`config.mk`:
```
export PLATFORM = sky130hd
export DESIGN_NAME = sc_shiftout_flat
export DESIGN_NICKNAME = d
export VERILOG_FILES = /design/src/rtl/sc_shiftout_pkg.sv /design/src/rtl/sc_shiftout_if.sv /design/src/rtl/sc_shiftout_tick.sv /design/src/rtl/sc_shiftout.sv /design/src/flat_wrapper.sv
export SDC_FILE = /design/constraint.sdc
export NUM_CORES = 1
export LEC_CHECK = 0
export BUFFER_PORTS_ARGS = -buffer_cell sky130_fd_sc_hd__buf_2
export CORE_AREA = 2 2 44 46
export DETAILED_ROUTE_END_ITERATION = 12
export DIE_AREA = 0 0 46 48
export PLACE_DENSITY = 0.77
export SLEW_MARGIN = 10
export SYNTH_ARGS = -nofsm -noshare
export SYNTH_HDL_FRONTEND = slang
export SYNTH_SLANG_ARGS = --single-unit
```
`constraint.sdc`:
```
create_clock -name SC_SHIFTOUT_CLOCK_50 -period 2.4 [get_ports SC_SHIFTOUT_CLOCK_50]
set_input_delay 0.36 -clock SC_SHIFTOUT_CLOCK_50 [delete_from_list [all_inputs] [get_ports SC_SHIFTOUT_CLOCK_50]]
set_output_delay 0.36 -clock SC_SHIFTOUT_CLOCK_50 [all_outputs]
set_load 0.01 [all_outputs]
```
`src/rtl/sc_shiftout_pkg.sv`:
```
// sc_shiftout_pkg
// Shared definitions for the serial output stage:
//   - state_t       : 2-bit FSM state encoding (IDLE, SETUP, CLKHI, LATCH)
//   - divcnt_width  : width of the serial-clock divider counter for a CLKDIV
package sc_shiftout_pkg;

  typedef enum logic [1:0] {
    IDLE  = 2'd0,
    SETUP = 2'd1,
    CLKHI = 2'd2,
    LATCH = 2'd3
  } state_t;

  // Divider counter width: $clog2(CLKDIV), never less than one bit.
  function automatic int divcnt_width(input int clkdiv);
    return (clkdiv > 1) ? $clog2(clkdiv) : 1;
  endfunction

endpackage

```
`src/rtl/sc_shiftout_if.sv`:
```
// sc_shiftout_if
// Bundles the start/data request side and the serial clock/data/latch/busy
// side of the serial output stage.
//   master : drives start_InLow and data_InBUS, observes the serial outputs
//   slave  : the shift-out stage itself
interface sc_shiftout_if #(
  parameter int DATAWIDTH_BUS = 8
);

  logic                     SC_SHIFTOUT_start_InLow;
  logic [DATAWIDTH_BUS-1:0] SC_SHIFTOUT_data_InBUS;
  logic                     SC_SHIFTOUT_sclk_Out;
  logic                     SC_SHIFTOUT_sdata_Out;
  logic                     SC_SHIFTOUT_latch_Out;
  logic                     SC_SHIFTOUT_busy_Out;

  modport master (
    output SC_SHIFTOUT_start_InLow,
    output SC_SHIFTOUT_data_InBUS,
    input  SC_SHIFTOUT_sclk_Out,
    input  SC_SHIFTOUT_sdata_Out,
    input  SC_SHIFTOUT_latch_Out,
    input  SC_SHIFTOUT_busy_Out
  );

  modport slave (
    input  SC_SHIFTOUT_start_InLow,
    input  SC_SHIFTOUT_data_InBUS,
    output SC_SHIFTOUT_sclk_Out,
    output SC_SHIFTOUT_sdata_Out,
    output SC_SHIFTOUT_latch_Out,
    output SC_SHIFTOUT_busy_Out
  );

endinterface

```
`src/rtl/sc_shiftout_tick.sv`:
```
// sc_shiftout_tick
// Serial-clock divider. Counts system clocks within one FSM state and flags
// the last cycle of that state's CLKDIV-cycle dwell.
//   clk   : system clock
//   rst_n : synchronous active-low reset
//   clr   : restart the count (asserted on every state entry)
//   tick  : high while the count equals CLKDIV-1
module sc_shiftout_tick
  import sc_shiftout_pkg::*;
#(
  parameter int CLKDIV = 4
) (
  input  logic clk,
  input  logic rst_n,
  input  logic clr,
  output logic tick
);

  localparam int              DIVW = divcnt_width(CLKDIV);
  localparam logic [DIVW-1:0] LAST = DIVW'(CLKDIV - 1);

  logic [DIVW-1:0] divcnt_q;
  logic [DIVW-1:0] divcnt_d;

  // Next divider count: restart on clear, saturate at the last count.
  always_comb begin
    divcnt_d = divcnt_q;
    if (clr) begin
      divcnt_d = '0;
    end else if (divcnt_q != LAST) begin
      divcnt_d = divcnt_q + DIVW'(1);
    end else begin
      divcnt_d = divcnt_q;
    end
  end

  // Divider count register with synchronous reset.
  always_ff @(posedge clk) begin
    if (!rst_n) begin
      divcnt_q <= '0;
    end else begin
      divcnt_q <= divcnt_d;
    end
  end

  assign tick = (divcnt_q == LAST);

endmodule

```
`src/rtl/sc_shiftout.sv`:
```
// sc_shiftout
// Captures a parallel word on a falling edge of an active-low start request
// and shifts it out MSB-first on a clock/data/latch triple for a
// 74HC595-style shift register, then pulses the latch strobe.
//   SC_SHIFTOUT_CLOCK_50    : system clock, rising edge
//   SC_SHIFTOUT_RESET_InLow : synchronous active-low reset
//   bus (slave)             : start_InLow, data_InBUS in; sclk, sdata,
//                             latch, busy out (all outputs registered)
module sc_shiftout
  import sc_shiftout_pkg::*;
#(
  parameter int DATAWIDTH_BUS = 8,
  parameter int CLKDIV        = 4
) (
  input  logic          SC_SHIFTOUT_CLOCK_50,
  input  logic          SC_SHIFTOUT_RESET_InLow,
  sc_shiftout_if.slave  bus
);

  localparam int             BCW      = $clog2(DATAWIDTH_BUS);
  localparam logic [BCW-1:0] LAST_BIT = BCW'(DATAWIDTH_BUS - 1);

  state_t                   state_q, state_d;
  logic [DATAWIDTH_BUS-1:0] shreg_q, shreg_d;
  logic [BCW-1:0]           bitcnt_q, bitcnt_d;
  logic                     hist_q, hist_d;
  logic                     sclk_q, sclk_d;
  logic                     sdata_q, sdata_d;
  logic                     latch_q, latch_d;
  logic                     busy_q, busy_d;
  logic                     trigger_s;
  logic                     tick_s;
  logic                     clr_s;

  // A falling start edge only counts once the busy flag has dropped, so the
  // controller always sees busy low for at least one cycle between words.
  assign trigger_s = (state_q == IDLE) && hist_q && !bus.SC_SHIFTOUT_start_InLow && !busy_q;

  // Divider restarts on every state change and is held clear while idle.
  assign clr_s = (state_d != state_q) || (state_q == IDLE);

  sc_shiftout_tick #(
    .CLKDIV (CLKDIV)
  ) u_tick (
    .clk   (SC_SHIFTOUT_CLOCK_50),
    .rst_n (SC_SHIFTOUT_RESET_InLow),
    .clr   (clr_s),
    .tick  (tick_s)
  );

  // FSM state register.
  always_ff @(posedge SC_SHIFTOUT_CLOCK_50) begin
    if (!SC_SHIFTOUT_RESET_InLow) begin
      state_q <= IDLE;
    end else begin
      state_q <= state_d;
    end
  end

  // FSM next-state logic.
  always_comb begin
    state_d = state_q;
    case (state_q)
      IDLE: begin
        if (trigger_s) state_d = SETUP;
        else           state_d = IDLE;
      end
      SETUP: begin
        if (tick_s) state_d = CLKHI;
        else        state_d = SETUP;
      end
      CLKHI: begin
        if (tick_s) begin
          if (bitcnt_q == LAST_BIT) state_d = LATCH;
          else                      state_d = SETUP;
        end else begin
          state_d = CLKHI;
        end
      end
      LATCH: begin
        if (tick_s) state_d = IDLE;
        else        state_d = LATCH;
      end
      default: state_d = IDLE;
    endcase
  end

  // Datapath: start history, word capture, left shift and bit count.
  always_comb begin
    hist_d   = bus.SC_SHIFTOUT_start_InLow;
    shreg_d  = shreg_q;
    bitcnt_d = bitcnt_q;
    if (trigger_s) begin
      shreg_d  = bus.SC_SHIFTOUT_data_InBUS;
      bitcnt_d = '0;
    end else if ((state_q == CLKHI) && tick_s) begin
      shreg_d = {shreg_q[DATAWIDTH_BUS-2:0], 1'b0};
      // The final bit leaves the counter at W-1 rather than wrapping.
      if (bitcnt_q != LAST_BIT) bitcnt_d = bitcnt_q + BCW'(1);
      else                      bitcnt_d = bitcnt_q;
    end else begin
      shreg_d  = shreg_q;
      bitcnt_d = bitcnt_q;
    end
  end

  // FSM output decode; results are registered one cycle behind the state.
  always_comb begin
    sclk_d  = 1'b0;
    sdata_d = 1'b0;
    latch_d = 1'b0;
    busy_d  = 1'b0;
    case (state_q)
      IDLE: begin
        busy_d = 1'b0;
      end
      SETUP: begin
        sdata_d = shreg_q[DATAWIDTH_BUS-1];
        busy_d  = 1'b1;
      end
      CLKHI: begin
        sclk_d  = 1'b1;
        sdata_d = shreg_q[DATAWIDTH_BUS-1];
        busy_d  = 1'b1;
      end
      LATCH: begin
        latch_d = 1'b1;
        busy_d  = 1'b1;
      end
      default: begin
        busy_d = 1'b0;
      end
    endcase
  end

  // Datapath and output registers with synchronous reset.
  always_ff @(posedge SC_SHIFTOUT_CLOCK_50) begin
    if (!SC_SHIFTOUT_RESET_InLow) begin
      shreg_q  <= '0;
      bitcnt_q <= '0;
      hist_q   <= 1'b1;
      sclk_q   <= 1'b0;
      sdata_q  <= 1'b0;
      latch_q  <= 1'b0;
      busy_q   <= 1'b0;
    end else begin
      shreg_q  <= shreg_d;
      bitcnt_q <= bitcnt_d;
      hist_q   <= hist_d;
      sclk_q   <= sclk_d;
      sdata_q  <= sdata_d;
      latch_q  <= latch_d;
      busy_q   <= busy_d;
    end
  end

  assign bus.SC_SHIFTOUT_sclk_Out  = sclk_q;
  assign bus.SC_SHIFTOUT_sdata_Out = sdata_q;
  assign bus.SC_SHIFTOUT_latch_Out = latch_q;
  assign bus.SC_SHIFTOUT_busy_Out  = busy_q;

endmodule

```
`src/flat_wrapper.sv`:
```
// flat-port wrapper written by rule: the top's interface ports become plain ports
module sc_shiftout_flat import sc_shiftout_pkg::*;
#(
  parameter int DATAWIDTH_BUS = 8,
  parameter int CLKDIV        = 4
)
  (SC_SHIFTOUT_CLOCK_50, SC_SHIFTOUT_RESET_InLow, bus_SC_SHIFTOUT_start_InLow, bus_SC_SHIFTOUT_data_InBUS, bus_SC_SHIFTOUT_sclk_Out, bus_SC_SHIFTOUT_sdata_Out, bus_SC_SHIFTOUT_latch_Out, bus_SC_SHIFTOUT_busy_Out);
  sc_shiftout_if #(.DATAWIDTH_BUS(DATAWIDTH_BUS)) bus_i ();
  input  logic SC_SHIFTOUT_CLOCK_50;
  input  logic SC_SHIFTOUT_RESET_InLow;
  input wire logic [$bits(bus_i.SC_SHIFTOUT_start_InLow)-1:0] bus_SC_SHIFTOUT_start_InLow;
  input wire logic [$bits(bus_i.SC_SHIFTOUT_data_InBUS)-1:0] bus_SC_SHIFTOUT_data_InBUS;
  output wire logic [$bits(bus_i.SC_SHIFTOUT_sclk_Out)-1:0] bus_SC_SHIFTOUT_sclk_Out;
  output wire logic [$bits(bus_i.SC_SHIFTOUT_sdata_Out)-1:0] bus_SC_SHIFTOUT_sdata_Out;
  output wire logic [$bits(bus_i.SC_SHIFTOUT_latch_Out)-1:0] bus_SC_SHIFTOUT_latch_Out;
  output wire logic [$bits(bus_i.SC_SHIFTOUT_busy_Out)-1:0] bus_SC_SHIFTOUT_busy_Out;
  assign bus_i.SC_SHIFTOUT_start_InLow = bus_SC_SHIFTOUT_start_InLow;
  assign bus_i.SC_SHIFTOUT_data_InBUS = bus_SC_SHIFTOUT_data_InBUS;
  assign bus_SC_SHIFTOUT_sclk_Out = bus_i.SC_SHIFTOUT_sclk_Out;
  assign bus_SC_SHIFTOUT_sdata_Out = bus_i.SC_SHIFTOUT_sdata_Out;
  assign bus_SC_SHIFTOUT_latch_Out = bus_i.SC_SHIFTOUT_latch_Out;
  assign bus_SC_SHIFTOUT_busy_Out = bus_i.SC_SHIFTOUT_busy_Out;
  sc_shiftout #(.DATAWIDTH_BUS(DATAWIDTH_BUS), .CLKDIV(CLKDIV)) u_core (.SC_SHIFTOUT_CLOCK_50(SC_SHIFTOUT_CLOCK_50), .SC_SHIFTOUT_RESET_InLow(SC_SHIFTOUT_RESET_InLow), .bus(bus_i));
endmodule
```
==> flow_summary.toml, run 1 <==
[cts]
clockRootBuffer = "clkbuf_4"
htree_num_levels = 1
cts_setup_buffers = 0
hold_buffers = 0
cts_buffers = 3
clk_pin_slew_ps = 120
clkLatencyLatePin_ps = 310
cts_repair_resize_count = 0
cts_tree = "built"
clock-sinks = 20
cts_buffer_depth = 2

[die]
start_util_pct = 55.63
fp.dieW_um = 46
die_area_sq_um = 2208
pin_count = 15
core_region_area_sq_um = 1689
die_h_um = 48
rows = 15

[setup_path]
arrival_ps = 2140
cp-start-kind = "flip-flop"
slowest_stage = "o41ai_1"
reg2regPathDepth = 6
end_kind = "flip-flop"
r2r_slack_ps = 450
path_cells = "inv_1 > ha_1 > a21oi_1 > and3_1 > o41ai_1 > a211oi_1"
r2r_end = "u_core.u_tick.divcnt_q[1]"
worstPathMaxFanout = 13
cpPeakStageDelay_ps = 460
cp.required_ps = 2590
r2r_start = "u_core.state_q[0]"
path_class = "flip-flop to flip-flop"

[synth]
syn_nets = 125
synth_xor_area_share_pct = 1.864
synth_edf_count = 0
synthAdderAreaFrac_pct = 10.65
synth_top_family_by_area = "simple AND/OR/NAND/NOR gates"
yosys_most_used_dff = "dfxtp_1"
muxShareOfSynthArea_pct = 1.065
synth_top_area_cell = "dfxtp_1"
synthTopCellsByArea = "dfxtp_1 (43%), ha_1 (11%), a311oi_1 (6.5%)"
synth_top_area_share_pct = 42.61
async_flop_share_pct = 0
synth.yosys.seq_area_share_pct = 42.61
synth-simple-area-share_pct = 22.77
syn_area_sq_um = 939.7
synth_compound_area_share_pct = 15.45
synth_cells = 106
yosysWarnings = 0
syn-mean-instance-area_sq_um = 8.865
ys_types = 30
synth_seq_cells = 20

[power]
power.leakage_nw = 0.4590
vdd_ir_drop_max_mv = 0.4739
p_per_area_nw_per_um2 = 659.9
p_total_mw = 0.6976

[global_routing]
grt_pass1_vias = 624
antenna_found_initial = 0
track_usage_pct = 17.49
grt_first_pass_wirelength_um = 2656
grt_max_degree = 18
grt_remaining_overflow = 0

[drt]
dr_total_vias = 762
via_per_inst = 5.603
first_pass_iters = 4
drtIter0Drc = 14
drt-total-wl_um = 1770
ant_nets = 0
drc = 0
wl_per_cell_um = 13.01

[sta]
worst_slack_ps = 446.5
grt_setup_unrepaired = "false"
relSlewSlack_pct = 61.18
timing.final.crit_period_ps = 1954
tightest_slew_ps = 582.2
hold_viol = 0
fin_crit_sh_pct = 81.40
finalSetupViolations = 0
slew_viol_final = 0
tns_ps = 0
clock_skew_ps = 1.469
max_freq_mhz = 511.9

[layout]
n_antenna_cell = 0
area_growth_pct = 12.52
drive_above_1_share_pct = 16.81
fin_area_sq_um = 1057
layout_commonest_cell = "dfxtp_1"
final_cell_mix = "dfxtp_1 (20), buf_2 (14), nor2_1 (12)"
final_nets = 139

[placement]
dp_hpwl_um = 1259
place.gp.congestion = 0.8483
placement.cell_area_sq_um = 1005
place_ws_ps = 487.9
io_buffers = 14

[worst_hold_path]
hold_path_end = "u_core.hist_q"
hold_start = "bus_SC_SHIFTOUT_start_InLow"
hold_path_class = "primary input to flip-flop"
min_path_cells = 2

[status]
outcome = "finished clean"

[job]
maxCapViolations = 0
per-stage QoR:
stage	hold WS [ps]	util, %	cells
final	240.9	62.59	136
after global routing	237.3	62.59	136
after CTS	239.4	62.59	136
after detailed placement	463.7	59.48	132
after global placement	466.6	59.48	132
after floorplan	433.0	-	106
worst max-delay path by stage:
stage	from	slack, ps	to
2_1_floorplan	u_core.state_q[1]	830	u_core.u_tick.divcnt_q[0]
3_3_place_gp	u_core.state_q[0]	590	u_core.u_tick.divcnt_q[0]
3_5_place_dp	u_core.state_q[0]	490	u_core.u_tick.divcnt_q[1]
4_1_cts	u_core.state_q[0]	470	u_core.u_tick.divcnt_q[1]
5_1_grt	u_core.state_q[0]	280	u_core.u_tick.divcnt_q[0]
6_report	u_core.state_q[0]	450	u_core.u_tick.divcnt_q[1]
critical path: cells and delay by family (launching register included):
family                     cells  cell delay [ps]
AOI/OAI and AO/OA              3              720
adders and majority gates      1              410
buffers and inverters          1              120
DFF                            1              370
and+or+nand+nor                1              220
synth_stat cells, types with 2 or more instances:
master and instances:
dfxtp_1 20, nor2_1 12, nand2_1 11, ha_1 8
nand3_1 8, a311oi_1 7, inv_1 4, o21ai_0 4
a21oi_1 3, and2_1 3, buf_2 3, a2111oi_0 2
a211oi_1 2, and3_1 2, nor3_1 2
power by group:
group / switching, mW / leakage (nW) / internal [mW]
registers: 0.00861 / 0.163 / 0.348
clock network: 0.112 / 0.0279 / 0.169
logic: 0.0337 / 0.268 / 0.0268
logic make-up (layout without fill, tap and decap cells):
| group | Yosys count | in the layout |
|---|---|---|
| simple gates | 44 | 44 |
| xor+xnor | 2 | 2 |
| fa+ha+maj | 8 | 8 |
| flops | 20 | 20 |
| compound gates | 20 | 20 |
| mux | 1 | 1 |
| buf+inv | 11 | 24 |
cell type report:
| type | count | area (sq um) |
|---|---|---|
| clock buffer | 3 | 22.52 |
| clock inverter | 1 | 30.03 |
| fill | 138 | 631.9 |
| inverter | 5 | 18.77 |
| multi-input combinational | 75 | 486.7 |
| sequential | 20 | 400.4 |
| tap | 17 | 21.27 |
| timing repair buffer | 15 | 77.57 |
flip-flops by register name, summed over array words and instances, names as in the netlist:
| name | flops |
|---|---|
| u_core.bitcnt_q | 3 |
| u_core.bus.SC_SHIFTOUT_busy_Out | 1 |
| u_core.bus.SC_SHIFTOUT_latch_Out | 1 |
| u_core.bus.SC_SHIFTOUT_sclk_Out | 1 |
| u_core.bus.SC_SHIFTOUT_sdata_Out | 1 |
| u_core.hist_q | 1 |
| u_core.shreg_q | 8 |
| u_core.state_q | 2 |
| u_core.u_tick.divcnt_q | 2 |
per-layer routing:
layer	global-route usage, %	routed length [um]
met1	20.41	810
met2	28.89	835
met3	3.396	79
met4	12.00	44
met5	0	0
Note: power is estimated with default switching activity, not from simulation.
==> inputs of run 2 (changes only) <==
--- a/config.mk
+++ b/config.mk
@@ -5,11 +5,12 @@
 export SDC_FILE = /design/constraint.sdc
 export NUM_CORES = 1
 export LEC_CHECK = 0
+export ABC_AREA = 1
 export BUFFER_PORTS_ARGS = -buffer_cell sky130_fd_sc_hd__buf_2
-export CORE_AREA = 2 2 44 46
+export CORE_AREA = 2 2 45 47
 export DETAILED_ROUTE_END_ITERATION = 12
-export DIE_AREA = 0 0 46 48
-export PLACE_DENSITY = 0.77
+export DIE_AREA = 0 0 47 49
+export PLACE_DENSITY = 0.73
 export SLEW_MARGIN = 10
 export SYNTH_ARGS = -nofsm -noshare
 export SYNTH_HDL_FRONTEND = slang
==> constraint.sdc (replaced) <==
create_clock -name SC_SHIFTOUT_CLOCK_50 -period 1.9 [get_ports SC_SHIFTOUT_CLOCK_50]
set_input_delay 0.285 -clock SC_SHIFTOUT_CLOCK_50 [delete_from_list [all_inputs] [get_ports SC_SHIFTOUT_CLOCK_50]]
set_output_delay 0.285 -clock SC_SHIFTOUT_CLOCK_50 [all_outputs]
set_load 0.01 [all_outputs]
==> flow_summary.toml, run 2 <==
[cts]
clk_pin_slew_ps = 100
htree_num_levels = 1
cts_repair_resize_count = 0
clockRootBuffer = "clkbuf_4"
cts_buffer_depth = 2
cts_tree = "built"
cts_buffers = 3
clock-sinks = 20
hold_buffers = 0
clkLatencyLatePin_ps = 290
cts_setup_buffers = 0

[sta]
relSlewSlack_pct = 78.71
fin_crit_sh_pct = 84.05
tightest_slew_ps = 318.6
tns_ps = 0
grt_setup_unrepaired = "false"
clock_skew_ps = 1.745
max_freq_mhz = 626.2
timing.final.crit_period_ps = 1597
finalSetupViolations = 0
hold_viol = 0
slew_viol_final = 0

[placement]
placement.cell_area_sq_um = 1003
io_buffers = 14
dp_hpwl_um = 1251
place.gp.congestion = 0.7434

[synth]
synthTopCellsByArea = "dfxtp_1 (43%), ha_1 (11%), nand2_1 (11%)"
ys_types = 20
synth_top_area_share_pct = 43.24
synth_xor_area_share_pct = 0.9459
synth_top_area_cell = "dfxtp_1"
async_flop_share_pct = 0
synth-simple-area-share_pct = 20.41
yosys_most_used_dff = "dfxtp_1"
syn-mean-instance-area_sq_um = 7.847
synth.top_cells.by_count = "nand2_1 (26), dfxtp_1 (20), a21oi_1 (17)"
syn_area_sq_um = 925.9
synth_cells = 118
synth.yosys.seq_area_share_pct = 43.24
synthAdderAreaFrac_pct = 10.81
synth_seq_cells = 20
yosysWarnings = 0
synth_compound_area_share_pct = 15.41
muxShareOfSynthArea_pct = 1.081
synth_edf_count = 0
synth_top_family_by_area = "simple AND/OR/NAND/NOR gates"
syn_nets = 137
post-synth-top-count-cell = "nand2_1"

[worst_hold_path]
hold_path_end = "u_core.hist_q"
min_path_cells = 2
hold_start = "bus_SC_SHIFTOUT_start_InLow"
hold_path_class = "primary input to flip-flop"

[layout]
final_cell_mix = "nand2_1 (26), dfxtp_1 (20), a21oi_1 (17)"
n_antenna_cell = 0
fin_area_sq_um = 1026
final_nets = 153
largest_register_ffs = 8
fillers = 185
largest_registers = "u_core.shreg_q x8, u_core.bitcnt_q x3"
regMostFlops = "u_core.shreg_q"
drive_above_1_share_pct = 18.18
layout_commonest_cell = "nand2_1"
area_growth_pct = 10.81

[die]
die_h_um = 49
die_area_sq_um = 2303
fp.dieW_um = 47
pin_count = 15
start_util_pct = 50.27
rows = 16
core_region_area_sq_um = 1842

[power]
vdd_ir_drop_max_mv = 0.3868
power.leakage_nw = 0.4986
p_total_mw = 0.7373
p_per_area_nw_per_um2 = 718.6

[global_routing]
grt_pass1_vias = 707
grt_first_pass_wirelength_um = 2766
grt_remaining_overflow = 0
grt_max_degree = 13
track_usage_pct = 15.91
antenna_found_initial = 0

[setup_path]
cp-start-kind = "flip-flop"
cpPeakStageDelay_ps = 400
r2r_start = "u_core.state_q[1]"
path_class = "flip-flop to flip-flop"
path_cells = "inv_1 > ha_1 > nand2_1 > inv_1 > nand2_1 > inv_1 > a21oi_1 > a21oi_1"
cp.required_ps = 2090
worstPathMaxFanout = 12
cp_num_buf_inv = 3
slowest_stage = "dfxtp_1"
reg2regPathDepth = 8
r2r_end = "u_core.shreg_q[2]"
end_kind = "flip-flop"
crit_top_cell = "inv_1"
crit_family = "flip-flops"
arrival_ps = 1780
r2r_slack_ps = 300

[status]
outcome = "finished clean"

[drt]
ant_nets = 0
wl_per_cell_um = 9.855
drc = 0
drtIter0Drc = 12
first_pass_iters = 4
dr_total_vias = 792
drt-total-wl_um = 1567
via_per_inst = 4.981

[job]
maxCapViolations = 0
[run 2: kinds of logic after synthesis]
logic type                 Yosys count
adders and majority gates            8
and+or+nand+nor                     45
xor gates and xnor gates             1
buffers and inverters               16
muxes                                1
AOI/OAI and AO/OA                   27
DFF                                 20
[run 2: per-stage QoR]
step	util [%]	cells	hold slack [ps]	setup WS (ps)
floorplan	-	118	391.6	612.5
global placement	54.48	156	429.7	369.2
detailed placement	54.48	156	436.7	326.8
CTS	55.71	159	192.7	300.5
global route	55.71	159	187.3	28.02
finish	55.71	159	202.2	303.0
[run 2: where the power goes]
part           total [mW]  internal [mW]  leakage [nW]  switching, mW
Combinational      0.0923         0.0376         0.321         0.0547
Sequential          0.455          0.442         0.163         0.0130
Clock               0.190         0.0736        0.0138          0.117
[run 2: how the worst max path moves through the flow]
stage	startpoint	endpoint	slack, ps	cells past startpoint
finish	u_core.state_q[1]	u_core.shreg_q[2]	300	8
global route	u_core.state_q[0]	u_core.u_tick.divcnt_q[0]	30	9
CTS	u_core.state_q[1]	u_core.u_tick.divcnt_q[0]	300	9
detailed placement	u_core.state_q[1]	u_core.shreg_q[2]	330	8
global placement	u_core.state_q[0]	u_core.u_tick.divcnt_q[0]	370	10
floorplan	u_core.state_q[0]	u_core.bitcnt_q[0]	610	9
[run 2: layout make-up]
type                            instances  area [sq um]  area share (%)
Clock buffer                            3         22.52           2.195
Timing Repair Buffer                   14         70.07           6.829
Inverter                               13         48.80           4.756
Sequential cell                        20         400.4           39.02
Tap cell                               27         33.78           3.293
Multi-Input combinational cell         82         450.4           43.90
[run 2: per-layer routing]
| layer | vias up | routed length [um] | global-route usage (%) | part of all wire (%) |
|---|---|---|---|---|
| li1 | 411 | - | - | - |
| met1 | 365 | 733 | 21.40 | 47 |
| met2 | 16 | 765 | 23.74 | 49 |
| met3 | 0 | 68 | 3.704 | 4.3 |
| met4 | 0 | 0 | 6.944 | 0 |
| met5 | - | 0 | 0 | 0 |
[run 2: worst register-to-register path: stages, from the launching register on]
cell	delay, ps
dfxtp_1	400
inv_1	110
ha_1	210
nand2_1	60
inv_1	30
nand2_1	240
inv_1	200
a21oi_1	160
a21oi_1	80
